<file path="src/rtl/dma_io_ctrl.sv">
// dma_io_ctrl: block DMA between the device word buffer and memory. Each word takes 2 cycles; start to done_irq is 2*LEN+2 cycles.
// Yields the bus to cpu_bus_req at word boundaries. With DMA_ROUND_ROBIN_EN the CPU gets one grant period, then the DMA takes the bus back.
module dma_io_ctrl #(
  parameter int MEM_AW    = 10,
  parameter int BUF_BASE  = 192,
  parameter int BUF_WORDS = 31
) (
  input  logic              clk,
  input  logic              rst,
  input  logic              cfg_we,
  input  logic [1:0]        cfg_addr,
  input  logic [31:0]       cfg_wdata,
  input  logic              cpu_bus_req,
  output logic              cpu_bus_gnt,
  input  logic              io_req,
  output logic              io_ack,
  output logic              io_write,
  output logic [8:0]        io_index,
  input  logic [31:0]       io_data_in,
  output logic [31:0]       io_data_out,
  output logic              io_data_oe,
  output logic [MEM_AW-1:0] mem_addr,
  output logic              mem_we,
  output logic [31:0]       mem_wdata,
  input  logic [31:0]       mem_rdata,
  output logic              busy,
  output logic              done_irq,
  output logic              err
);

  typedef enum logic [2:0] {IDLE, WAIT_BUS, PH_A, PH_B, DONE} state_t;

  state_t            state;
  logic [MEM_AW-1:0] mem_base;
  logic [4:0]        len_cfg;
  logic [4:0]        xlen;
  logic [4:0]        idx;
  logic              dir_cfg;
  logic              auto_cfg;
  logic              xdir;
  logic              busy_q;
  logic              err_q;
  logic              cpu_held;
  logic [31:0]       dout_q;

  logic              ctrl_wr;
  logic              abort_wr;
  logic              start_wr;
  logic              trigger;
  logic              bus_go;
  logic              in_phase;
  logic [4:0]        len_sat;
  logic [4:0]        idx_nxt;
  logic [MEM_AW-1:0] word_addr;
  logic [7:0]        buf_idx;
  logic              unused_cfg;

  assign unused_cfg = ^cfg_wdata[31:MEM_AW];

  always_comb begin
    ctrl_wr   = cfg_we && (cfg_addr == 2'd2);
    abort_wr  = ctrl_wr && cfg_wdata[3];
    start_wr  = ctrl_wr && cfg_wdata[0] && !cfg_wdata[3];
    trigger   = start_wr || (auto_cfg && io_req && !abort_wr);
    len_sat   = (32'(len_cfg) > BUF_WORDS) ? 5'(BUF_WORDS) : len_cfg;
    idx_nxt   = idx + 5'd1;
    word_addr = mem_base + MEM_AW'(idx);
    buf_idx   = 8'(BUF_BASE) + {3'b000, idx};
    in_phase  = (state == PH_A) || (state == PH_B);
`ifdef DMA_ROUND_ROBIN_EN
    // once the CPU has had one granted cycle, take the bus back regardless of its request
    bus_go    = !cpu_bus_req || cpu_held;
`else
    bus_go    = !cpu_bus_req;
`endif
  end

  // Bus ownership and device strobes decode straight from the registered state so reset clears them at once.
  assign cpu_bus_gnt = (state == IDLE) || ((state == WAIT_BUS) && !bus_go);
  assign io_index    = in_phase ? {1'b1, buf_idx} : 9'd0;
  assign mem_addr    = in_phase ? word_addr : '0;
  assign mem_we      = (state == PH_B) && !xdir && !abort_wr;
  assign mem_wdata   = ((state == PH_B) && !xdir) ? io_data_in : 32'd0;
  assign io_write    = (state == PH_B) && xdir && !abort_wr;
  assign io_data_oe  = io_write;
  assign io_data_out = dout_q;
  assign io_ack      = (state == DONE);
  assign done_irq    = (state == DONE);
  assign busy        = busy_q;
  assign err         = err_q;

  always_ff @(posedge clk or posedge rst) begin
    if (rst) begin
      state    <= IDLE;
      mem_base <= '0;
      len_cfg  <= 5'd0;
      xlen     <= 5'd0;
      idx      <= 5'd0;
      dir_cfg  <= 1'b0;
      auto_cfg <= 1'b0;
      xdir     <= 1'b0;
      busy_q   <= 1'b0;
      err_q    <= 1'b0;
      cpu_held <= 1'b0;
      dout_q   <= 32'd0;
    end else begin
      cpu_held <= (state == WAIT_BUS) && !bus_go;
      if (abort_wr && (state != IDLE)) begin
        state  <= IDLE;
        busy_q <= 1'b0;
        err_q  <= 1'b1;
      end else begin
        case (state)
          IDLE: begin
            if (cfg_we) begin
              case (cfg_addr)
                2'd0: mem_base <= cfg_wdata[MEM_AW-1:0];
                2'd1: len_cfg  <= cfg_wdata[4:0];
                2'd2: begin
                  dir_cfg  <= cfg_wdata[1];
                  auto_cfg <= cfg_wdata[2];
                end
                default: ;
              endcase
            end
            if (trigger) begin
              xlen   <= len_sat;
              idx    <= 5'd0;
              busy_q <= 1'b1;
              xdir   <= start_wr ? cfg_wdata[1] : dir_cfg;
              state  <= (len_sat == 5'd0) ? DONE : WAIT_BUS;
            end
          end
          WAIT_BUS: begin
            if (bus_go) state <= PH_A;
          end
          PH_A: begin
            if (xdir) dout_q <= mem_rdata;
            state <= PH_B;
          end
          PH_B: begin
            idx <= idx_nxt;
            if (idx_nxt == xlen)  state <= DONE;
            else if (cpu_bus_req) state <= WAIT_BUS;
            else                  state <= PH_A;
          end
          DONE: begin
            busy_q <= 1'b0;
            err_q  <= 1'b0;
            state  <= IDLE;
          end
          default: state <= IDLE;
        endcase
      end
    end
  end

endmodule

</file>
<file path="config.mk">
export PLATFORM = sky130hd
export DESIGN_NAME = dma_io_ctrl
export DESIGN_NICKNAME = d
export VERILOG_FILES = /design/src/rtl/dma_io_ctrl.sv
export SDC_FILE = /design/constraint.sdc
export NUM_CORES = 1
export LEC_CHECK = 0
export ABC_AREA = 1
export CAP_MARGIN = 20
export CORE_MARGIN = 2
export CORE_UTILIZATION = 40
export DETAILED_ROUTE_END_ITERATION = 6
export PLACE_DENSITY = 0.82
export SLEW_MARGIN = 10
export SYNTH_ARGS = -nofsm -noshare
export SYNTH_HDL_FRONTEND = slang
export SYNTH_SLANG_ARGS = --single-unit
</file>
<file path="constraint.sdc">
create_clock -name clk -period 2.8 [get_ports clk]
set_input_delay 0.7 -clock clk [delete_from_list [all_inputs] [get_ports clk]]
set_output_delay 0.7 -clock clk [all_outputs]
set_load 0.1 [all_outputs]
</file>
==> impl_metrics.csv, run 1 <==
group,metric,value,unit
critical_path,cp-start-kind,"register",
yosys,syn_nets,512,
global_route,grt_max_degree,46,
critical_path,critPathArrivalTime,2.14,ns
clock_tree,root_buffer,"clkbuf_8",
min_path,min_path_type,"reg -> reg",
routing,vias,3405,
yosys,syn_area_per_cell,9.02,sq um
place,io_buffers,170,
clock_tree,cts_made_buffers,9,
critical_path,path_class,"reg -> out",
yosys,ys_warn_count,0,
sta,max_freq,0.352,GHz
critical_path,cp.required,2.10,ns
die,core,8760,sq um
critical_path,cp_max_fo,3,
die,initial_utilization,0.414,
routing,vias_per_cell,4.83,
die,die_w,99.2,um
yosys,ys_seq_area_frac,0.449,
yosys,postSynthCellCount,402,
clock_tree,clockBufferDepth,2,
routing,drtAntennaViolNets,0,
yosys,synth_edf_count,0,
critical_path,slowest_delay,0.42,ns
routing,drtIter0Drc,139,
sta,relSlewSlack,0.632,
yosys,synthFlopType,"dfrtp_1",
cells_and_area,nets,702,
cells_and_area,mostFrequentLayoutCell,"clkdlybuf4s50_1",
clock_tree,clk_latency,0.34,ns
cells_and_area,final_cell_mix,"80 x clkdlybuf4s50_1, 65 x inv_1, 63 x dfrtp_1, 57 x nand2_1, 57 x buf_4",
critical_path,cp-end-kind,"primary output",
sta,setup_viol,2,
global_route,globalRouteTotalUtil,0.221,
critical_path,critPathSlowestCell,"dfrtp_1",
die,die_h,99.2,um
sta,whs,0.496,ns
cells_and_area,antennaDiodeCount,0,
run_status,outcome,"finished, violations left",
global_route,grt_pass1_wl,17.4,mm
place,hpwl,8.21,mm
routing,firstDrtPassIters,4,
sta,worst_pin_slew,0.551,ns
clock_tree,htreeDepth,3,
critical_path,crit_path_cell_trace,"ha_4 > fa_2 > nand3_2 > nand2_2 > nand2_2 > inv_2 > nor2_4 > nor2_2 > a21oi_2 > a21oi_4 > buf_12",
sta,slew_viol_final,0,
cells_and_area,drive_above_1_share,0.410,
critical_path,cp_top_family,"adder cells",
place,gp_congestion,0.856,
yosys,synth_seq_cells,65,
sta,finalHoldViolations,0,
routing,wl_per_cell,15.5,um
sta,rsz0062_at_grt,"true",
clock_tree,ctsHoldBuffers,0,
sta,fin_ws,-0.0383,ns
clock_tree,clk_pin_slew,0.07,ns
yosys,syn-cell-area,3620,sq um
die,die_area,9840,sq um
flow_run,drv_cap,0,
global_route,first_global_vias,3506,
sta,finalCriticalPeriod,2.84,ns
cells_and_area,area_delta_synth_final,78.8,%
sta,skew,0.00589,ns
global_route,overflow,0,
critical_path,critPathBufInv,2,
critical_path,crit_top_cell,"nand2_2",
die,io_pins,194,
routing,totalWireLength,10.9,mm
die,rows,34,
clock_tree,clkSinkCount,65,
sta,fin_crit_sh,1.01,
cells_and_area,fillCellCount,579,
global_route,antenna_found_initial,0,
run_status,violations,"setup timing",
clock_tree,cts_tree,"built",
routing,drcViolationCount,0,
yosys,async_flop_share,1.00,
yosys,ys_types,31,
-- cells in the mapped netlist, drive strengths merged (4+ instances only) --
| library cell | number | share of area |
|---|---|---|
| buf | 11 | 0.027 |
| o21ai | 27 | 0.041 |
| nand2 | 66 | 0.075 |
| mux2 | 37 | 0.15 |
| inv | 69 | 0.071 |
| dfrtp | 65 | 0.45 |
| nor2 | 64 | 0.071 |
| ha | 6 | 0.021 |
| a21oi | 19 | 0.026 |
| nand3 | 18 | 0.026 |
| nor3 | 4 | 0.013 |
| nand4 | 5 | 0.0086 |
-- path summary, 6_finish.rpt --
path	depth (start not counted)	start	slack (ns)	endpoint
setup / recovery	11	mem_base[0]$_DFFE_PP0P_	-0.04	mem_addr[8]
hold / removal	2	dir_cfg$_DFFE_PP0P_	0.50	dir_cfg$_DFFE_PP0P_
setup reg to reg	13	idx[0]$_DFFE_PP0P_	0.98	state[0]$_DFFE_PP0P_
hold reg to reg	2	dir_cfg$_DFFE_PP0P_	0.50	dir_cfg$_DFFE_PP0P_
max in group asynchronous	3	rst	1.52	idx[2]$_DFFE_PP0P_
min in group asynchronous	2	rst	0.68	io_data_out[26]$_DFFE_PP0P_
-- metal layers --
layer  wire length, um  vias up  GRT usage
met5                 0        -          0
met4               170        0     0.0685
met3               554       16     0.0422
met2              5960      110      0.399
met1              4220     1635      0.267
li1                  -     1644          -
-- metrics by stage --
| stage | TNS, ns | setup slack [ns] | utilization | instance area, sq um | std cells |
|---|---|---|---|---|---|
| floorplan | -3.24 | -0.321 | - | 3760 | 402 |
| global placement | 0 | 0.109 | 0.693 | 6070 | 681 |
| detailed placement | 0 | 0.0906 | 0.693 | 6070 | 681 |
| CTS | -0.100 | -0.0504 | 0.732 | 6420 | 702 |
| global route | -0.382 | -0.135 | 0.740 | 6480 | 705 |
| finish | -0.0631 | -0.0383 | 0.740 | 6480 | 705 |
-- flip-flops by register name, indices dropped and copies added, names as in the netlist --
| name | count |
|---|---|
| busy | 1 |
| len_cfg | 5 |
| dir_cfg | 1 |
| err | 1 |
| xdir | 1 |
| idx | 5 |
| mem_base | 10 |
| xlen | 5 |
| state | 3 |
| auto_cfg | 1 |
| io_data_out | 32 |
-- worst register-to-register path: stages (launching register included) --
cell and delay (ns):
dfrtp_1 0.41, buf_4 0.18, ha_1 0.32, inv_1 0.05, nand2_1 0.05, nand2_1 0.05, nor2_1 0.09, nand3_1 0.07
nor2_1 0.12, nand3_1 0.12, nand2_1 0.08, nand2_1 0.06, nand2_1 0.07, nand2_1 0.05
-- layout make-up --
class / instances / area (sq um) / area share
Multi-Input combinational cell: 254 / 1880 / 0.290
Tap cell: 108 / 135 / 0.0208
Inverter: 69 / 263 / 0.0405
Clock buffer: 10 / 138 / 0.0212
Sequential cell: 65 / 1630 / 0.251
Timing Repair Buffer: 193 / 2350 / 0.362
Clock inverter: 6 / 90.1 / 0.0139
-- repair_timing --
action	4_1_cts	5_1_grt
hold endpoints to repair	0	0
pin swaps	6	7
cloned	0	0
buffers inserted	5	3
gates resized for setup	16	12
endpoints found under the setup margin	4	12
-- cell families (layout without fill, tap and decap cells) --
group / count (synthesis) / in the layout / share of synthesized area
adder cells (fa/ha/maj): 7 / 7 / 0.0262
AO/OA/AOI/OAI: 49 / 49 / 0.0728
flip-flops: 65 / 65 / 0.449
AND/OR/NAND/NOR: 160 / 160 / 0.200
buffers and inverters: 83 / 278 / 0.101
other: 1 / 1 / 0.00103
multiplexers: 37 / 37 / 0.150
Power of run 1 is left out: the tool's default activity adds up to more than one toggle a clock period on the data nets, which glitch-free logic cannot reach.
==> run 2: changes to the inputs <==
CTS_CLUSTER_DIAMETER = 100   (was unset)
SLEW_MARGIN = 15   (was 10)
==> results of run 2 <==
The final DEF is identical to that of run 1; final timing and power are the same.
Power of run 2 is left out for the same reason.
